$ cat src/rtl/hilbert_block_sequencer_pkg.sv
// Shared definitions for the Hilbert block sequencer and the FIR wrapper.
// Holds the sequencer FSM states and the default FIR pipeline latency.
package hilbert_block_sequencer_pkg;

    // Clock edges from a sample on the FIR input to its aligned Re/Im result.
    localparam int FIR_LATENCY_DEF = 9;

    typedef enum logic [1:0] {
        IDLE   = 2'd0,
        STREAM = 2'd1,
        DRAIN  = 2'd2,
        CLEAR  = 2'd3
    } seq_state_t;

endpackage

$ cat src/rtl/hilbert_block_sequencer_sample_fifo.sv
// Synchronous sample FIFO with a first-word-fall-through read port.
// Ports: clock, reset (sync, active high), push/data in, pop/q out,
//        count (0..DEPTH), full, empty. DEPTH must be a power of 2.
module sample_fifo
    import hilbert_block_sequencer_pkg::*;
#(
    parameter int width = 12,
    parameter int DEPTH = 16
) (
    input  logic                       clock,
    input  logic                       reset,
    input  logic                       push,
    input  logic                       pop,
    input  logic [width-1:0]           data,
    output logic [width-1:0]           q,
    output logic [$clog2(DEPTH):0]     count,
    output logic                       full,
    output logic                       empty
);

    localparam int AW = $clog2(DEPTH);
    localparam logic [AW-1:0] P_ONE = 1;
    localparam logic [AW:0]   C_ONE = 1;

    logic [width-1:0] mem [DEPTH];
    logic [AW-1:0]    wr_ptr;
    logic [AW-1:0]    rd_ptr;
    logic [AW:0]      cnt;

    always_ff @(posedge clock) begin
        if (reset) begin
            wr_ptr <= '0;
            rd_ptr <= '0;
            cnt    <= '0;
        end else begin
            // Pointers are AW bits wide, so they wrap modulo DEPTH.
            if (push) wr_ptr <= wr_ptr + P_ONE;
            if (pop)  rd_ptr <= rd_ptr + P_ONE;
            unique case ({push, pop})
                2'b10:   cnt <= cnt + C_ONE;
                2'b01:   cnt <= cnt - C_ONE;
                default: cnt <= cnt;
            endcase
        end
    end

    always_ff @(posedge clock) begin
        if (push) mem[wr_ptr] <= data;
    end

    assign q     = mem[rd_ptr];
    assign count = cnt;
    // cnt never exceeds DEPTH, so its MSB alone marks full.
    assign full  = cnt[AW];
    assign empty = (cnt == '0);

endmodule

$ cat src/rtl/hilbert_block_sequencer.sv
// Feeds the Hilbert FIR gap-free sample bursts from a bursty source,
// drains it with zeros, clears it, and tags its Re/Im outputs as valid.
// Ports: clock, reset; s_data/s_valid/s_ready source side; flush;
//        fir_reset/fir_in/fir_re/fir_im FIR side; m_re/m_im/m_valid out;
//        busy (not IDLE); overflow (sticky drop indicator).
module hilbert_block_sequencer
    import hilbert_block_sequencer_pkg::*;
#(
    parameter int total_bits  = 12,
    parameter int DEPTH       = 16,
    parameter int BLOCK_LEN   = 8,
    parameter int FIR_LATENCY = FIR_LATENCY_DEF
) (
    input  logic                  clock,
    input  logic                  reset,
    input  logic [total_bits-1:0] s_data,
    input  logic                  s_valid,
    output logic                  s_ready,
    input  logic                  flush,
    output logic                  fir_reset,
    output logic [total_bits-1:0] fir_in,
    input  logic [total_bits-1:0] fir_re,
    input  logic [total_bits-1:0] fir_im,
    output logic [total_bits-1:0] m_re,
    output logic [total_bits-1:0] m_im,
    output logic                  m_valid,
    output logic                  busy,
    output logic                  overflow
);

    localparam int CW = $clog2(DEPTH) + 1;
    localparam int DW = $clog2(FIR_LATENCY + 1);
    localparam logic [CW-1:0] C_ONE      = 1;
    localparam logic [CW-1:0] BLOCK_CNT  = CW'(BLOCK_LEN);
    localparam logic [DW-1:0] D_ONE      = 1;
    localparam logic [DW-1:0] DRAIN_LAST = DW'(FIR_LATENCY - 1);

    seq_state_t              state;
    logic [CW-1:0]           count;
    logic                    full;
    logic                    empty;
    logic [total_bits-1:0]   head;
    logic                    push;
    logic                    pop;
    logic [DW-1:0]           drain_cnt;
    logic                    fir_tag;
    logic [FIR_LATENCY-1:0]  tag_sr;

    // Readiness comes from the registered count only.
    assign s_ready   = !full;
    assign push      = s_valid & s_ready;
    assign pop       = (state == STREAM) & !empty;
    assign busy      = (state != IDLE);
    assign fir_reset = reset | (state == CLEAR);

    sample_fifo #(
        .width (total_bits),
        .DEPTH (DEPTH)
    ) u_fifo (
        .clock (clock),
        .reset (reset),
        .push  (push),
        .pop   (pop),
        .data  (s_data),
        .q     (head),
        .count (count),
        .full  (full),
        .empty (empty)
    );

    always_ff @(posedge clock) begin
        if (reset) begin
            state     <= IDLE;
            drain_cnt <= '0;
        end else begin
            unique case (state)
                IDLE: begin
                    if (count >= BLOCK_CNT || (flush && !empty))
                        state <= STREAM;
                end
                STREAM: begin
                    // Last queued sample leaves with nothing arriving.
                    if (pop && count == C_ONE && !push) begin
                        state     <= DRAIN;
                        drain_cnt <= DRAIN_LAST;
                    end
                end
                DRAIN: begin
                    if (drain_cnt == '0) state <= CLEAR;
                    else drain_cnt <= drain_cnt - D_ONE;
                end
                CLEAR:   state <= IDLE;
                default: state <= IDLE;
            endcase
        end
    end

    // fir_tag sits beside fir_in; the shift register then matches the
    // FIR's own pipeline so tag_sr's MSB lines up with fir_re/fir_im.
    always_ff @(posedge clock) begin
        if (reset) begin
            fir_in   <= '0;
            fir_tag  <= 1'b0;
            tag_sr   <= '0;
            m_valid  <= 1'b0;
            m_re     <= '0;
            m_im     <= '0;
            overflow <= 1'b0;
        end else begin
            fir_in  <= pop ? head : '0;
            fir_tag <= pop;
            tag_sr  <= {tag_sr[FIR_LATENCY-2:0], fir_tag};
            m_valid <= tag_sr[FIR_LATENCY-1];
            if (tag_sr[FIR_LATENCY-1]) begin
                m_re <= fir_re;
                m_im <= fir_im;
            end
            if (s_valid && !s_ready) overflow <= 1'b1;
        end
    end

endmodule

$ cat config.mk
export PLATFORM = sky130hd
export DESIGN_NAME = hilbert_block_sequencer
export DESIGN_NICKNAME = d
export VERILOG_FILES = /design/src/rtl/hilbert_block_sequencer_pkg.sv /design/src/rtl/hilbert_block_sequencer_sample_fifo.sv /design/src/rtl/hilbert_block_sequencer.sv
export SDC_FILE = /design/constraint.sdc
export NUM_CORES = 1
export LEC_CHECK = 0
export ABC_CLOCK_PERIOD_IN_PS = 5700
export CAP_MARGIN = 20
export CELL_PAD_IN_SITES_DETAIL_PLACEMENT = 0
export CELL_PAD_IN_SITES_GLOBAL_PLACEMENT = 1
export CORE_UTILIZATION = 40
export DETAILED_ROUTE_END_ITERATION = 10
export PLACE_DENSITY_LB_ADDON = 0.1
export SLEW_MARGIN = 40
export SYNTH_ARGS = -nofsm -noshare
export SYNTH_HDL_FRONTEND = slang
export SYNTH_SLANG_ARGS = --single-unit
$ cat constraint.sdc
create_clock -name clock -period 5.7 [get_ports clock]
set_clock_uncertainty 0.1 [all_clocks]
set_input_delay 0.855 -clock clock [delete_from_list [all_inputs] [get_ports clock]]
set_output_delay 0.855 -clock clock [all_outputs]
set_load 0.005 [all_outputs]
== After elaboration in Yosys (flattened, before gate mapping) ==
Memories as Yosys holds them, arrays and structs flattened. A register that Yosys moved wholly into a read port is not among the register bits.
Index checks and enable logic that the tools add are counted.

* Register bits: 55
* Memory bits (writable): 192
* Input port bits: 40
* Output and inout port bits: 41
* Logic and storage cells: 59
* Memories: 1

{| class="wikitable"
|+ Memories
! name !! depth !! width !! rd ports !! clocked after Yosys merged registers in !! wr ports !! line !! source
|-
| u_fifo.mem || 16 || 12 || 1 || 1 || 1 || hilbert_block_sequencer_sample_fifo.sv:25 || <nowiki>logic [width-1:0] mem [DEPTH];</nowiki>
|}

* Add/subtract/negate cells: 5
* Magnitude comparators: 1
* Eq/ne operators: 10
* Muxes and demuxes: 10
* Bitwise operators: 4
* Reductions and logical operators: 17

{| class="wikitable"
|+ Operators with widths
! kind !! number
|-
| $pmux W5 S2 || 1
|-
| $add A4 B1 Y4 const B || 2
|-
| $mux W4 || 2
|-
| $pmux W2 S4 || 1
|-
| $pmux W4 S2 || 1
|-
| $eq A2 B2 Y1 const B || 3
|-
| $mux W2 || 3
|-
| $ne A2 B2 Y1 const B || 3
|-
| $reduce_and A3 Y1 || 2
|-
| $reduce_bool A2 Y1 || 3
|-
| $add A5 B1 Y5 const B || 1
|-
| $eq A5 B1 Y1 const B || 1
|-
| $ge A5 B4 Y1 const B || 1
|-
| $logic_not A5 Y1 || 1
|-
| $sub A5 B1 Y5 const B || 1
|-
| $eq A2 B1 Y1 const B || 2
|-
| $logic_and A1 B1 Y1 || 4
|-
| $logic_not A4 Y1 || 1
|-
| $sub A4 B1 Y4 const B || 1
|-
| $logic_not A1 Y1 || 3
|-
| $and A1 B1 Y1 || 2
|-
| $logic_not A2 Y1 || 1
|-
| $mux W1 || 2
|-
| $ne A2 B1 Y1 const B || 1
|-
| other kinds (4) || 4
|}

== Logic depth before layout (Yosys ltp) ==
* Depth after elaboration: 7
* Depth in mapped cells: 11
* Depth with buffers taken out: 10

== Cells and area by module ==
Synthesis repeated with hierarchy kept, for this count alone.

* Cell total of the unflattened synthesis: 598
* Area total of the unflattened synthesis: 10157.2 sq um

{| class="wikitable"
|+ By module, submodules not included
! module !! instances !! cells each !! area each (sq um) !! sequential area each (sq um)
|-
| sample_fifo || 1 || 410 || 8184.1 || 6105.9
|-
| hilbert_block_sequencer || 1 || 188 || 1973.1 || 1081.0
|}

== Worst setup path after synthesis ==
Ideal clock, no wire load.

* Path type: input to register
* From: input s_valid
* To: memory u_fifo.mem[3][0], enable pin
* Library setup time: 396 ps
* Arrival: 2280 ps
* Required time: 5204 ps
* Setup slack: 2923 ps
* Cell stages on the path: 4
* Path buffers: 1
* Cell sequence: nor2b_1 clkbuf_1 nand2_1 nor3_1

* Cells in the longest elaborated chain, start to end: 3

{| class="wikitable"
|+ RTL lines
! element !! line !! source
|-
| from (decl) || hilbert_block_sequencer.sv:17 || <nowiki>input logic s_valid,</nowiki>
|-
| $and A1 B1 Y1 || hilbert_block_sequencer.sv:51 || <nowiki>assign push = s_valid & s_ready;</nowiki>
|-
| $mux W1 || hilbert_block_sequencer_sample_fifo.sv:48 || <nowiki>if (push) mem[wr_ptr] <= data;</nowiki>
|-
| $mux W1 (not written as such) || hilbert_block_sequencer_sample_fifo.sv:48 ||
|-
| to (decl) || hilbert_block_sequencer_sample_fifo.sv:25 ||
|}

Every way passes these cells.

== Final worst setup path ==
* From: input reset
* To: output fir_reset

* Cells in the longest elaborated chain, start to end: 1

{| class="wikitable"
|+ RTL lines
! element !! line !! source
|-
| from (decl) || hilbert_block_sequencer.sv:15 || <nowiki>input logic reset,</nowiki>
|-
| $or A1 B1 Y1 || hilbert_block_sequencer.sv:54 || <nowiki>assign fir_reset = reset | (state == CLEAR);</nowiki>
|-
| to (decl) || hilbert_block_sequencer.sv:20 || <nowiki>output logic fir_reset,</nowiki>
|}

Every way passes these cells.

==> reports/results.ini <==
[pwr]
p_int_uw=3550
p_clk_share_pct=39.3
seq_power_share_pct=46.0
p_comb_share_pct=14.6
total_leakage_power_uw=0.00397
switching_share_pct=24.2
power_density_mw_per_mm2=388
finalPower_uw=4690
p_sw_uw=1130
peakVddDrop_mv=0.230

[clock_network]
hold_buffers=0
cts-root-buf=clkbuf_16
cts.sinks=259
numCtsBuffers=28
cts_tree=yes
insertion_delay_ns=0.54
clockBufferDepth=3
clkTransAtPathRegs_ns=0.06
post_cts_buffers=0
cts_resized=0
htreeDepth=1

[die]
die_x_um=159
initial_core_util_pct=40.7
die_h_um=159
core_area_mm2=0.0243
io_pins=81
num_rows=57
die_area_mm2=0.0254

[synth]
syn_nets=639
yosys.area.top_type_share_pct=58.2
synth_cells=583
synth_area_mm2=0.00990
synth-seq-area-share_pct=71.8
muxShareOfSynthArea_pct=13.7
synth_top_area_cell=edfxtp_1
yosys_warnings=0
synth-compound-area-share_pct=3.52
ys_ff_latch=259
synth_top_family_by_area=multiplexers
syn_area_per_cell_um2=17.0
yosysUniqueCellTypes=41
synth_simple_gate_area_share_pct=5.52
synthAdderAreaFrac_pct=2.02
synth-xor-area-share_pct=0.796
synth_area_leaders=edfxtp_1, dfxtp_1, mux4_2

[worst_setup_path]
critical_path.cell_chain=buf_2, buf_4, or2_2, clkdlybuf4s50_1
crit_slowest_cell=clkdlybuf4s50_1
worstPathRequired_ns=4.74
cp_slowest_stage_delay_ns=0.49
worstReg2RegStart=u_fifo.count[0]
worst_setup_path_start_kind=primary input
crit_type=in2out
cp_max_fo=56
r2r_slack_ns=2.86
ff2ff_path_depth=10
endpoint_kind=output pin
critPathTopFamily=buffers and inverters
critPathArrivalTime_ns=2.11
cp.buffers_inverters=3
reg2reg_to=u_fifo.count[3]

[route]
drcViolationCount=0
vias=5195
via_per_inst=5.12
ant_nets=0
first_pass_iters=4
wl_um=21200
wl_per_cell_um=20.9
drt-initial-drc-count=394

[hold_path]
min_from=tag_sr[5]
hp-class=reg2reg
hold_end=tag_sr[6]
hold_depth=1

[sta]
timing.slew.headroom_pct=49.8
max_freq_mhz=326
rsz0062_at_grt=no
post-route-period-util_pct=53.8
fin_crit_ns=3.07
worstMarginPinSlew_ns=0.751
drv_slew=0
setup_viol_count_final=0
fin_setup_tns_ns=0
hold_viol=0

[global_route]
grt_pass1_vias=5412
grt_max_degree=57
grt_antenna_before_repair=0
grt.total_usage_pct=17.1
grt_overflow_total=0
grt_pass1_wl_um=32600

[layout]
areaGrowthSynthToFinish_pct=22.1
nFillCells=2043
drive_above_1_share_pct=18.1
final_cell_mix=edfxtp_1, clkdlybuf4s50_1, dfxtp_1, mux4_2, nor2_1
fin_util_pct=49.7
multiInputGateArea_mm2=0.00262
fin_cells=1015
finalNetCount=725
antennaDiodeCount=0
final_common_cell=edfxtp_1
final-seq-area_mm2=0.00711

[run_status]
status=complete, no violations

[flow_run]
maxCapViolCount=0

[place]
dp_hpwl_um=13200
place.gp.congestion=0.737
portBuffers=80
place_inst=963

==> worst max-delay path by stage <==
stage | from | endpoint | slack (ns) | cells after the start
2_1_floorplan | s_valid | u_fifo.mem[3][0] | 2.92 | 4
3_3_place_gp | s_valid | u_fifo.mem[11][3] | 2.37 | 5
3_5_place_dp | s_valid | u_fifo.count[3] | 2.50 | 9
4_1_cts | reset | fir_reset | 2.60 | 4
5_1_grt | reset | fir_reset | 2.54 | 4
6_report | reset | fir_reset | 2.63 | 4
==> metrics by stage <==
step	hold WS, ns	setup slack, ns	cell area, um^2
4_1_cts	0.340	2.60	12100
2_1_floorplan	0.314	2.92	9900
3_3_place_gp	0.321	2.37	11000
5_1_grt	0.360	2.54	12100
3_5_place_dp	0.326	2.50	11100
6_report	0.337	2.63	12100
==> cell type report <==
class / count / area share, %
timing repair buffer: 87 / 7.22
tap: 324 / 3.35
sequential: 259 / 58.8
inverter: 36 / 1.12
clock inverter: 22 / 2.00
multi-input combinational: 257 / 21.7
clock buffer: 30 / 5.85
==> cells by family (layout without fill, tap and decap cells) <==
family,count (synthesis),after routing
adder cells (fa/ha/maj),16,16
flip-flops,259,259
buffers and inverters,67,175
AO/OA/AOI/OAI,47,47
XOR/XNOR,9,9
multiplexers,76,76
AND/OR/NAND/NOR,109,109
==> cells in the mapped netlist <==
library cell	n
a2111oi_0	1
a211oi_1	2
a21oi_1	9
a221o_1	11
a31oi_1	1
and2_1	1
and3_1	1
and4b_1	1
buf_1	6
buf_2	7
clkbuf_1	18
dfxtp_1	67
edfxtp_1	192
ha_1	16
inv_1	36
mux2i_1	28
mux4_2	48
nand2_1	9
nand2b_1	3
nand3_1	5
nand4_1	2
nand4b_1	3
nor2_1	54
nor2b_1	13
nor3_1	5
o211a_1	2
o21ai_0	5
o22ai_1	11
o311ai_0	1
o31a_4	1
o31ai_1	2
o41ai_1	1
or2_2	1
or3_1	4
or3b_2	1
or4_1	2
or4b_1	2
or4b_2	1
or4b_4	1
xnor2_1	3
xor2_1	6
==> state kept, by name, summed over array words and instances (netlist names) <==
name / cells
drain_cnt: 4
fir_tag: 1
state: 2
u_fifo.wr_ptr: 4
tag_sr: 9
u_fifo.rd_ptr: 4
fir_in: 12
u_fifo.count: 5
overflow: 1
m_im: 12
u_fifo.mem: 192
m_valid: 1
m_re: 12
==> routing by layer <==
| metal | global-route usage, % | vias up | routed length [um] |
|---|---|---|---|
| met3 | 2.84 | 28 | 1060 |
| met4 | 4.72 | 0 | 372 |
| met2 | 28.5 | 136 | 10300 |
| met1 | 23.4 | 2622 | 9420 |
| li1 | - | 2409 | - |
| met5 | 0 | - | 0 |
==> power groups by stage <==
stage | clock (uW) | combinational (uW) | sequential, uW
final | 1840 | 685 | 2160
after floorplan | 0 | 473 | 2160
after CTS | 1890 | 692 | 2160
after global placement | 0 | 595 | 2250
after global routing | 1960 | 756 | 2170
after detailed placement | 0 | 688 | 2200
Power figures use the tool's default switching activity.
==> patch, RTL diff (same settings) <==
The 4 states of `seq_state_t` get a one-hot encoding in 4 bits.
--- a/src/rtl/hilbert_block_sequencer_pkg.sv
+++ b/src/rtl/hilbert_block_sequencer_pkg.sv
@@ -5,11 +5,11 @@
     // Clock edges from a sample on the FIR input to its aligned Re/Im result.
     localparam int FIR_LATENCY_DEF = 9;
 
-    typedef enum logic [1:0] {
-        IDLE   = 2'd0,
-        STREAM = 2'd1,
-        DRAIN  = 2'd2,
-        CLEAR  = 2'd3
+    typedef enum logic [3:0] {
+        IDLE   = 4'b0001,
+        STREAM = 4'b0010,
+        DRAIN  = 4'b0100,
+        CLEAR  = 4'b1000
     } seq_state_t;
 
 endpackage
Behaviour: no difference found for any inputs over 4 cycles, from zero or initial values and one cycle with reset high; so few cycles prove little.
==> patch against the original RTL <==
  * Sequential cell count grew 2
  * Count of clock-buffer cells in the layout rose by 3
  * Via count grew 0.35%
  * Worst setup slack got worse by 31 ps
  * Core utilization is 0.094 points higher
  * Design area rose by 0.78%
  * Routed wire length down 0.48%
  * Non-clock buffer count down 1
  * Area after synthesis up 1.4%
  * Critical endpoint unchanged
  * First-iteration DRC count down 28%
  * Worst hold slack worse by 0.96 ps
  * Critical path type unchanged
Power is not compared: it rests on default switching activity, and its combinational part moved more than twofold at a synthesized area within 25%.
==> patch: results <==
drt:
  drt_iter0_drc: 282
  drt_pre_antenna_iters: 6
  vias: 5213
placed_design:
  hpwlAfterDp_mm: 13.5
  gp_congestion: 0.720
  place_ws_ps: 1880
  placed_area_um2: 11200
final_layout:
  fillers: 2009
  nets: 715
  drive_gt1_share_pct: 21.4
synthesis:
  netlist_top_cells_area: "edfxtp_1 57%, dfxtp_1 14%, mux4_2 11%"
  netlist_top_cells_count: "192 x edfxtp_1, 69 x dfxtp_1, 52 x nor2_1"
  synth_adder_area_share_pct: 1.37
  synth_xor_area_share_pct: 0.785
  ys_seq_area_share_pct: 71.2
  synth_compound_area_share_pct: 2.28
  yosys.area.top_type_share_pct: 57.4
  synthMuxAreaShare_pct: 15.8
  ys_types: 47
grt:
  grt_pass1_wl_mm: 32.5
  grt_usage_pct: 16.7
  grt_pass1_vias: 5398
clock_network:
  ctsRootBufferMaster: "clkbuf_16"
  clk_latency_ps: 530
sta:
  slew_headroom_pct: 45.5
setup_path:
  crit_fanout: 57
status:
  status: "finished clean"
patch: area by class of cell:
cell class	count	area, um^2	share of cell area [%]
clock buffer	33	741	6.08
clock inverter	19	195	1.60
inverter	11	41.3	0.339
multi-input combinational	276	2790	22.9
sequential	261	7150	58.7
tap	324	405	3.33
timing repair buffer	86	866	7.10
patch: cell families after synthesis:
family / after synthesis
AND/OR/NAND/NOR: 126
flip-flops: 261
buffers and inverters: 43
multiplexers: 97
adder cells (fa/ha/maj): 11
XOR/XNOR: 9
AO/OA/AOI/OAI: 33
patch: power by group:
part	internal, mW	total [mW]	switching, mW
logic	0.0970	0.215	0.118
clock network	1.11	1.82	0.719
registers	2.07	2.09	0.0227
patch: metal layers:
| metal | vias to the layer above | share of wire [%] | track usage, % |
|---|---|---|---|
| met5 | - | 0 | 0 |
| li1 | 2402 | - | - |
| met1 | 2618 | 45 | 24.6 |
| met2 | 164 | 46 | 26.0 |
| met4 | 0 | 1.3 | 4.20 |
| met3 | 29 | 6.9 | 2.69 |
patch: stage by stage:
stage	util [%]	power [mW]	instances
3_3_place_gp	45.6	2.34	956
4_1_cts	49.8	4.17	1010
2_1_floorplan	-	2.24	580
5_1_grt	49.8	4.26	1010
3_5_place_dp	46.0	2.35	958
6_report	49.8	4.13	1010
patch: worst max-delay path, cell delays in order:
cell,delay [ps]
buf_2,80
buf_4,500
or2_2,220
clkdlybuf4s50_1,490
patch: worst paths after layout:
check,from,endpoint,slack (ps),cells past startpoint
setup / recovery,reset,fir_reset,2600,4
setup reg to reg,state[3],u_fifo.count[3],2760,7
hold / removal,fir_tag,tag_sr[0],340,1
hold reg to reg,fir_tag,tag_sr[0],340,1
